===== config.mk =====
export PLATFORM = sky130hd
export DESIGN_NAME = ahb_mux_nm1s
export DESIGN_NICKNAME = d
export VERILOG_FILES = /design/src/rtl/ahb_mux_nm1s.sv
export SDC_FILE = /design/constraint.sdc
export NUM_CORES = 1
export LEC_CHECK = 0
export CAP_MARGIN = 10
export CORE_AREA = 3 3 172 174
export CTS_CLUSTER_SIZE = 8
export DETAILED_ROUTE_END_ITERATION = 6
export DIE_AREA = 0 0 175 177
export PLACE_DENSITY = 0.47
export SLEW_MARGIN = 20
export SYNTH_ARGS = -nofsm -noshare
export SYNTH_HDL_FRONTEND = slang
export SYNTH_SLANG_ARGS = --single-unit

===== constraint.sdc =====
create_clock -name HCLK -period 1.6 [get_ports HCLK]
set_input_delay 0.48 -clock HCLK [delete_from_list [all_inputs] [get_ports HCLK]]
set_output_delay 0.48 -clock HCLK [all_outputs]
set_load 0.05 [all_outputs]

===== src/rtl/ahb_mux_nm1s.sv =====
// AHB-Lite N-master to 1-slave multiplexer with separate address/data phase tracking.
// Arbitration is fixed priority (ARB_MODE=0) or round robin (ARB_MODE=1).
module ahb_mux_nm1s #(
    parameter int NM       = 2,
    parameter int AW       = 32,
    parameter int DW       = 64,
    parameter int ARB_MODE = 0
) (
    input  logic               HCLK,
    input  logic               HRESET,
    input  logic [NM*AW-1:0]   HADDR_M,
    input  logic [NM*2-1:0]    HTRANS_M,
    input  logic [NM-1:0]      HWRITE_M,
    input  logic [NM*3-1:0]    HSIZE_M,
    input  logic [NM-1:0]      HMASTLOCK_M,
    input  logic [NM*DW-1:0]   HWDATA_M,
    output logic [NM-1:0]      HREADY_M,
    output logic [DW-1:0]      HRDATA_M,
    output logic [NM-1:0]      HRESP_M,
    output logic [AW-1:0]      HADDR,
    output logic [1:0]         HTRANS,
    output logic               HWRITE,
    output logic [2:0]         HSIZE,
    output logic               HMASTLOCK,
    output logic [DW-1:0]      HWDATA,
    input  logic [DW-1:0]      HRDATA,
    input  logic               HREADY,
    input  logic               HRESP
);
    localparam int IW = (NM > 1) ? $clog2(NM) : 1;

    logic [NM-1:0] req;
    logic [NM-1:0] busy;
    logic [NM-1:0] lock;
    logic [AW-1:0] haddr_arr  [NM];
    logic [1:0]    htrans_arr [NM];
    logic [2:0]    hsize_arr  [NM];
    logic [DW-1:0] hwdata_arr [NM];

    logic          aown_vld_reg;
    logic [IW-1:0] aown_reg;
    logic          dph_vld_reg;
    logic [IW-1:0] dph_own_reg;
    logic [IW-1:0] rr_ptr_reg;

    logic          any_req;
    logic          owner_keep;
    logic [IW-1:0] winner;
    logic [IW-1:0] rr_next;

    genvar gi;
    generate
        for (gi = 0; gi < NM; gi++) begin : g_master
            assign htrans_arr[gi] = HTRANS_M[gi*2 +: 2];
            assign haddr_arr[gi]  = HADDR_M[gi*AW +: AW];
            assign hsize_arr[gi]  = HSIZE_M[gi*3 +: 3];
            assign hwdata_arr[gi] = HWDATA_M[gi*DW +: DW];
            assign req[gi]        = HTRANS_M[gi*2+1];
            assign busy[gi]       = (HTRANS_M[gi*2 +: 2] == 2'b01);
            assign lock[gi]       = HMASTLOCK_M[gi];

            // Only the data-phase owner ever sees a slave response.
            assign HRESP_M[gi] = HRESP & dph_vld_reg & (dph_own_reg == IW'(gi));

            // Owners follow the slave; requesting non-owners are stalled.
            assign HREADY_M[gi] = ((dph_vld_reg  && dph_own_reg == IW'(gi)) ||
                                   (aown_vld_reg && aown_reg    == IW'(gi))) ? HREADY : ~req[gi];
        end
    endgenerate

    assign HRDATA_M   = HRDATA;
    assign any_req    = |req;
    assign owner_keep = aown_vld_reg & (req[aown_reg] | busy[aown_reg] | lock[aown_reg]);

    // Winner select: round robin takes the lowest requester at or above the
    // pointer, wrapping to the lowest requester overall when none is above it.
    always_comb begin
        logic          hi_found;
        logic [IW-1:0] win_lo;
        logic [IW-1:0] win_hi;
        hi_found = 1'b0;
        win_lo   = '0;
        win_hi   = '0;
        for (int i = NM - 1; i >= 0; i--) begin
            if (req[i]) begin
                win_lo = IW'(i);
                if (i >= int'(rr_ptr_reg)) begin
                    win_hi   = IW'(i);
                    hi_found = 1'b1;
                end
            end
        end
        if (ARB_MODE == 1) begin
            winner = hi_found ? win_hi : win_lo;
        end else begin
            winner = win_lo;
        end
        rr_next = (winner == IW'(NM - 1)) ? '0 : winner + IW'(1);
    end

    always_ff @(posedge HCLK or posedge HRESET) begin
        if (HRESET) begin
            aown_vld_reg <= 1'b0;
            aown_reg     <= '0;
            dph_vld_reg  <= 1'b0;
            dph_own_reg  <= '0;
            rr_ptr_reg   <= '0;
        end else if (HREADY) begin
            dph_vld_reg <= HTRANS[1];
            dph_own_reg <= aown_reg;
            if (!owner_keep) begin
                if (any_req) begin
                    aown_reg     <= winner;
                    aown_vld_reg <= 1'b1;
                    if (ARB_MODE == 1) begin
                        rr_ptr_reg <= rr_next;
                    end
                end else begin
                    aown_vld_reg <= 1'b0;
                end
            end
        end
    end

    always_comb begin
        HADDR     = '0;
        HTRANS    = 2'b00;
        HWRITE    = 1'b0;
        HSIZE     = 3'b000;
        HMASTLOCK = 1'b0;
        if (aown_vld_reg) begin
            HADDR     = haddr_arr[aown_reg];
            HTRANS    = htrans_arr[aown_reg];
            HWRITE    = HWRITE_M[aown_reg];
            HSIZE     = hsize_arr[aown_reg];
            HMASTLOCK = lock[aown_reg];
        end
    end

    always_comb begin
        HWDATA = '0;
        if (dph_vld_reg) begin
            HWDATA = hwdata_arr[dph_own_reg];
        end
    end

endmodule

# ---- Word level (Yosys, flattened, before mapping)
# Cells that the tools add are included.
dict set report totals {
  ff_bits 4
}
dict set report op_classes {
  magnitude_cmp 3
  eq_ne 2
  mux 31
  bitwise 13
  reduce_logical 9
}
# operator n
set ops {}
lappend ops {{$mux W64} 4}
lappend ops {{$mux W32} 4}
lappend ops {{$mux W1} 15}
lappend ops {{$mux W3} 4}
lappend ops {{$mux W2} 4}
lappend ops {{$not A1 Y1} 5}
lappend ops {{$and A1 B1 Y1} 4}
lappend ops {{$eq A2 B1 Y1 const B} 2}
lappend ops {{$ge A2 B2 Y1 const B} 2}
lappend ops {{$logic_and A1 B1 Y1} 4}
lappend ops {{$not A1 Y2} 2}
lappend ops {{$reduce_and A3 Y1} 1}
lappend ops {{$logic_or A1 B1 Y1} 2}
lappend ops {{$lt A1 B2 Y1 const B} 1}
lappend ops {{$or A1 B1 Y1} 2}
lappend ops {{$reduce_and A2 Y1} 1}
lappend ops {{$reduce_or A2 Y1} 1}

# ---- Depth between registers and ports, before layout
# Gate-level depths: netlist of run 1.
dict set report logic_depth {
  depth_word 8
  ltp_mapped 5
  mapped_depth_nobuf 3
}

# ---- Worst setup path before layout of run 1
# No wires, ideal clock.
dict set report synth_timing {
  kind {flip-flop to output port}
  start {register dph_own_reg}
  end {output HREADY_M[0]}
  arrival_ps 1657
  required_ps 1120
  path_slack_ps -537
  path_stages_with_launch 5
  path_buffers 2
  cell_sequence {dfrtp_1 -> buf_2 -> buf_6 -> o22ai_1 -> mux2i_1}
}
dict set report synth_between {
  elab_chain_cells 4
}
# element line_no
set synth_rtl {}
lappend synth_rtl {{start: declaration} 43} ;# logic [IW-1:0] dph_own_reg;
lappend synth_rtl {{start signal: assignment} 110} ;# dph_own_reg <= aown_reg;
lappend synth_rtl {{$not A1 Y1} 66} ;# assign HREADY_M[gi] = ((dph_vld_reg && dph_own_reg == IW'(gi)) ||
lappend synth_rtl {{$logic_and A1 B1 Y1} 66}
lappend synth_rtl {{$logic_or A1 B1 Y1} 66}
lappend synth_rtl {{$mux W1} 67} ;# (aown_vld_reg && aown_reg == IW'(gi))) ? HREADY : ~req[gi];
lappend synth_rtl {{end: declaration} 17} ;# output logic [NM-1:0] HREADY_M,
# No other way between the ends.

# ---- Worst setup path after layout of run 1
dict set report layout_timing {
  start {register dph_own_reg}
  end {output HWDATA[23]}
}
dict set report layout_between {
  elab_chain_cells 5
}
# element line_no
set layout_rtl {}
lappend layout_rtl {{$not A1 Y2 (not written as such)} 143} ;# HWDATA = hwdata_arr[dph_own_reg];
lappend layout_rtl {{$mux W64 (not written as such) (3 in series)} 143}
lappend layout_rtl {{$mux W64} 142} ;# if (dph_vld_reg) begin
lappend layout_rtl {{end: declaration} 25} ;# output logic [DW-1:0] HWDATA,
# No other way between the ends. The select of a mux whose other input is x is not followed.

==> out/results.ini, run 1 <==
[floorplan]
start_util_pct = 8.24
die-height_um = 177
boundaryPins = 445
die_width_um = 175
die_area_um2 = 31000
placementRows = 61
core_area_um2 = 27900

[sta]
setup_viol = 107
min_period_over_period_pct = 125
hold_viol_final = 0
grt_setup_unrepaired = yes
skew_ns = 0.00506
tightest_slew_ns = 0.288
relSlewSlack_pct = 80.2
setup_ws_ns = -0.401
timing.final.crit_period_ns = 2.00
drv_slew = 0
fmax_mhz = 500

[pwr]
irDropWorstVdd_mv = 0.260
p_leak_nw = 2.93
total_power_mw = 5.43
powerDensity_nw_per_um2 = 654

[worst_setup_path]
worstPathRequired_ns = 1.12
worst-r2r-setup-slack_ns = 0.05
r2r_cells = 6
path_max_fanout = 16
critPathLaunch = dph_own_reg
endpoint = HWDATA[23]
endpoint_kind = output port
r2r-end = aown_vld_reg
regToRegStartpoint = aown_reg
arrival_ns = 1.52
cp-start-kind = flip-flop
path_class = reg -> out

[synth]
synthTopCellsByArea = mux2i_1 45%, buf_4 24%, nor2_1 17%, dfrtp_1 4.4%, buf_2 2.2%
postSynthAreaPerCell_um2 = 7.15
syn_area_um2 = 2300
synth_top_flop_cell = dfrtp_1
synth_fp_nets = 596
ys_ff_latch = 4
synth_area_leader_cell = mux2i_1
synthTopCellsByCount = 105 x nor2_1, 104 x mux2i_1, 73 x buf_4, 10 x buf_2
yosysMostFrequentCell = nor2_1
ys_seq_area_share_pct = 4.35
synth_cell_type_count = 20
synth_edf_count = 0
synth-async-reset-ratio_pct = 100
ys_warn_count = 0
synthCells = 322
synth_top_area_share_pct = 45.2

[global_route]
grt_overflow_total = 0
grt_max_degree = 17
grt_pass1_wl_um = 21200
grt_pass1_vias = 3746
antenna_found_initial = 2
globalRouteTotalUtil_pct = 8.74

[routing]
ant_nets = 0
dr.first_iter.drc_count = 29
viasPerCell = 3.39
vias = 3372
drc = 0
wl_um = 14400
post_drt_wl_per_cell_um = 14.5
first_pass_iters = 4

[cts]
clock-sinks = 4
clk_latency_ns = 0.23
htree_num_levels = 1
cts_inserted_buffers = 3
clk_pin_slew_ns = 0.03
ctsRootBufferMaster = clkbuf_16
clock_path_buffers = 2
cts_tree = yes

[outcome]
violations = setup timing
run_status = finished with violations

[finish]
nets = 892
area_delta_synth_final_pct = 261
diodes = 0
filler_cell_count = 2899
drive_above_1_share_pct = 59.0
post-route-util_pct = 29.7

[placed_design]
io_buffers = 316
hpwl_um = 12000
gp_congestion = 0.681

[hold_path]
hold_path.class = in -> async

[flow_run]
cap_violations = 0

## metal layers
| metal | global-route usage [%] | vias to the layer above | part of all wire, % |
|---|---|---|---|
| met3 | 5.04 | 19 | 14 |
| met5 | 0 | - | 0.14 |
| met4 | 1.43 | 4 | 1.0 |
| met1 | 8.85 | 1500 | 33 |
| met2 | 15.9 | 251 | 52 |
| li1 | - | 1598 | - |
## how the worst min path moves through the flow
stage                     startpoint           to  depth (start not counted)
after floorplan               HRESET     aown_reg                          1
after global placement        HRESET  dph_own_reg                          2
after detailed placement      HRESET  dph_own_reg                          2
after CTS                     HRESET  dph_own_reg                          2
after global routing          HRESET  dph_own_reg                          2
final                         HRESET  dph_own_reg                          2
## timing repair
| action | in CTS | in global routing |
|---|---|---|
| pin swaps | 15 | 15 |
| hold buffers | 0 | 0 |
| endpoints found under the setup margin | 107 | 108 |
| gates cloned | 2 | 1 |
| resized for setup | 156 | 52 |
| buffers inserted | 6 | 2 |
## kinds of logic (layout without fill, tap and decap cells)
kind of cell           count (synthesis)  in the layout  synth area share (%)
multiplexers                         106            106                  46.2
flip-flops                             4              4                  4.35
buffers and inverters                 92            387                  28.4
AND/OR/NAND/NOR                      109            109                  18.2
AO/OA/AOI/OAI                         11             11                  2.77
## power breakdown
group | total, mW | switching [mW] | internal [mW] | leakage (nW)
logic | 4.89 | 2.47 | 2.42 | 2.85
clock network | 0.406 | 0.0762 | 0.330 | 0.0382
registers | 0.137 | 0.0214 | 0.116 | 0.0445
## worst max-delay path, cell delays in order, from the launching register on
cell and delay, ns:
dfrtp_4 0.48, buf_12 0.16, buf_12 0.17, mux2i_4 0.19, nor2_4 0.13, buf_12 0.14
## layout by cell type (no fill, tap or decap), types with 2 or more instances in the layout
master	netlist	final
clkbuf_16	0	5
mux2i_4	0	55
dfrtp_2	0	2
mux2i_1	104	31
nor2_2	0	35
buf_12	0	78
dlygate4sd2_1	0	3
buf_6	3	41
o21ai_0	3	3
buf_4	73	36
buf_8	0	11
mux2i_2	0	18
nor2_4	0	70
clkdlybuf4s50_1	0	203
dlymetal6s2s_1	0	3
mux2_2	2	2
inv_1	4	2
## final cells by class
cell class | instances | area [um2] | area share (%)
multi-input combinational | 226 | 2960 | 35.6
tap | 378 | 473 | 5.70
inverter | 4 | 23.8 | 0.286
sequential | 4 | 106 | 1.28
timing repair buffer | 379 | 4660 | 56.2
clock buffer | 4 | 78.8 | 0.950
## through the flow
stage               instance area [um2]  setup TNS (ns)  worst slack (ns)  instances  hold slack [ns]
CTS                                7980          -37.43            -0.408        992            0.499
global placement                   7060          -23.88            -0.372        981            0.740
finish                             8300          -36.13            -0.401        995            0.467
detailed placement                 7060          -24.22            -0.357        981            0.733
global route                       8300          -40.84            -0.441        995            0.512
floorplan                          2970           -7.07            -0.203        322            0.246
No activity file was read; power rests on OpenSTA's default activity.
==> run 2, diff against run 1 <==
SLEW_MARGIN = not set   (was 20)
==> results of run 2 <==
No change in the layout: final DEF, timing and power equal those of run 1.
==> patch: new RTL, flow settings as in run 2 <==
`AW`: 32 -> 48.
--- a/src/rtl/ahb_mux_nm1s.sv
+++ b/src/rtl/ahb_mux_nm1s.sv
@@ -2,7 +2,7 @@
 // Arbitration is fixed priority (ARB_MODE=0) or round robin (ARB_MODE=1).
 module ahb_mux_nm1s #(
     parameter int NM       = 2,
-    parameter int AW       = 32,
+    parameter int AW       = 48,
     parameter int DW       = 64,
     parameter int ARB_MODE = 0
 ) (
Ports: changed (resized HADDR and HADDR_M); port bits go from 445 to 493. No check against the original RTL was run, so the function may have changed too.
==> patch against run 2 <==
The flow still finishes with violations (setup timing); cell area rose by 21%; final cell count up 8.8%; power increased by 20%; clock power shrank 5.4%; sequential cell count stayed put; wire length rose by 20%; combinational power grew 23%; area after synthesis rose by 11%; register-to-register slack worse by 100 ps; die area stayed put; non-clock buffer count increased by 57; setup slack lost 37 ps; global-route usage increased by 1.6 points; first-iteration DRC count up 6.9%; critical path type unchanged; largest cell class unchanged.
==> patch: results (changes against run 2) <==
worst_hold_path:
  hold_path_class: "input port to async pin"
clocking:
  clockBufferDepth: 2  # unchanged
  cts_root_buf: "clkbuf_16"
  cts_buffers: 3  # unchanged
  clk_pin_slew_ps: 30  # about the same
  cts.htree.levels: 1  # unchanged
  clk_latency_ps: 220
route:
  wl_per_cell_um: 15.9  # +10%
  drtPass1Iterations: 3  # -1
  vias_per_cell: 3.61  # +6.5%
  drtIter0Drc: 31  # +6.9%
critical_path:
  crit_fanout: 25  # +9
  rrSetupSlack_ps: -50  # -100 ps
  critPathArrivalTime_ps: 1560  # +40 ps
sta:
  fin_ws_ps: -438  # -37.0 ps
  setup_viol: 124  # +16%
  skew_ps: 1.33  # -3.73 ps
  slew_headroom: 0.789  # -0.0135
layout:
  drive_above_1_share: 0.634  # +0.0441
  final_nets: 1013  # +14%
  n_fill_cell: 2712  # -6.5%
global_routing:
  grt_usage: 0.104  # +0.0163
  grt_overflow: 0  # unchanged
  use_met3: 0.0536  # +0.00322
  met2_usage: 0.191  # +0.0322
  antenna_found_initial: 0  # -2
  gr-usage-met1: 0.108  # +0.0200
  first_global_vias: 4229  # +13%
  grt_pass1_wl_um: 25200  # +19%
  grt_max_degree: 26  # +9
synth:
  ys_async_sr_fraction: 1.00  # unchanged
  synth_seq_area_share: 0.0392  # -0.00434
  synth_ff_type: "dfrtp_1"
  syn_nets: 664  # +11%
  synth_cell_types: 19  # -5.0%
  ys_top_cells_by_area: "mux2i_1 (47%), buf_4 (21%), nor2_1 (18%)"
  synthTopCellsByCount: "nor2_1 (121), mux2i_1 (120), buf_4 (73)"
run_status:
  violations: "setup timing"
  status: "finished, violations left"
power_and_ir_drop:
  power.leakage_nw: 3.48  # +19%
  irDropWorstVdd_mv: 0.257  # -1.1%
placement:
  detailed_place_hpwl_um: 14000  # +16%
  gp_congestion: 0.668  # -1.9%
  dp_slack_ps: -378  # -21.3 ps
  numPortBuffers: 364  # +15%
==> patch: worst paths after layout <==
path                           endpoint        start  cells past startpoint
setup / recovery              HADDR[34]     aown_reg                      5
max in group asynchronous      aown_reg       HRESET                      2
setup reg to reg           aown_vld_reg     aown_reg                      6
hold reg to reg             dph_own_reg     aown_reg                      1
min in group HCLK              aown_reg  HTRANS_M[1]                      2
hold / removal              dph_vld_reg       HRESET                      2
==> patch: what timing repair did <==
action | 4_1_cts | 5_1_grt
pin swaps | 37 | 13
setup endpoints to repair | 124 | 125
buffers inserted | 7 | 11
cloned | 6 | 2
gates resized for setup | 236 | 55
hold buffers | 0 | 0
==> patch: cell type report <==
cell class	count	area, µm²	share of cell area
Timing Repair Buffer	436	5580	0.555
Multi-Input combinational cell	258	3790	0.377
Tap cell	378	473	0.0471
Sequential cell	4	108	0.0107
Clock buffer	3	75.1	0.00747
Inverter	4	22.5	0.00224
==> patch: worst max-delay path, cell delays in order (launching register included) <==
cell and delay (ps):
dfrtp_4 540, buf_16 210, mux2i_1 140, buf_4 140, nor2_4 120, buf_12 150
==> patch: logic make-up (layout without fill, tap and decap cells) <==
kind of cell	Yosys count	in the layout	share of synthesized area
mux	122	122	0.479
buf+inv	96	443	0.270
compound gates	11	11	0.0250
flops	4	4	0.0392
simple gates	125	125	0.187
==> patch: stage by stage <==
stage / hold WS, ps / utilization / instance area [µm²] / setup TNS [ps] / instances
2_1_floorplan: 246 / - / 3570 / -6400 / 358
3_3_place_gp: 651 / 0.290 / 8110 / -30690 / 1055
3_5_place_dp: 648 / 0.290 / 8110 / -31300 / 1055
4_1_cts: 466 / 0.344 / 9600 / -47990 / 1070
5_1_grt: 498 / 0.360 / 10000 / -52540 / 1083
6_report: 455 / 0.360 / 10000 / -47500 / 1083
==> patch: per-layer routing <==
layer	up-vias	wire (µm)
met5	-	0
met3	8	2370
met4	0	104
li1	1847	-
met1	1783	5700
met2	269	9040
==> patch: where the power goes <==
| group | internal [mW] | leakage (nW) | switching, mW |
|---|---|---|---|
| clock network | 0.319 | 0.0370 | 0.0651 |
| registers | 0.116 | 0.0454 | 0.0274 |
| logic | 3.01 | 3.40 | 3.00 |
| total | 3.44 | 3.48 | 3.09 |
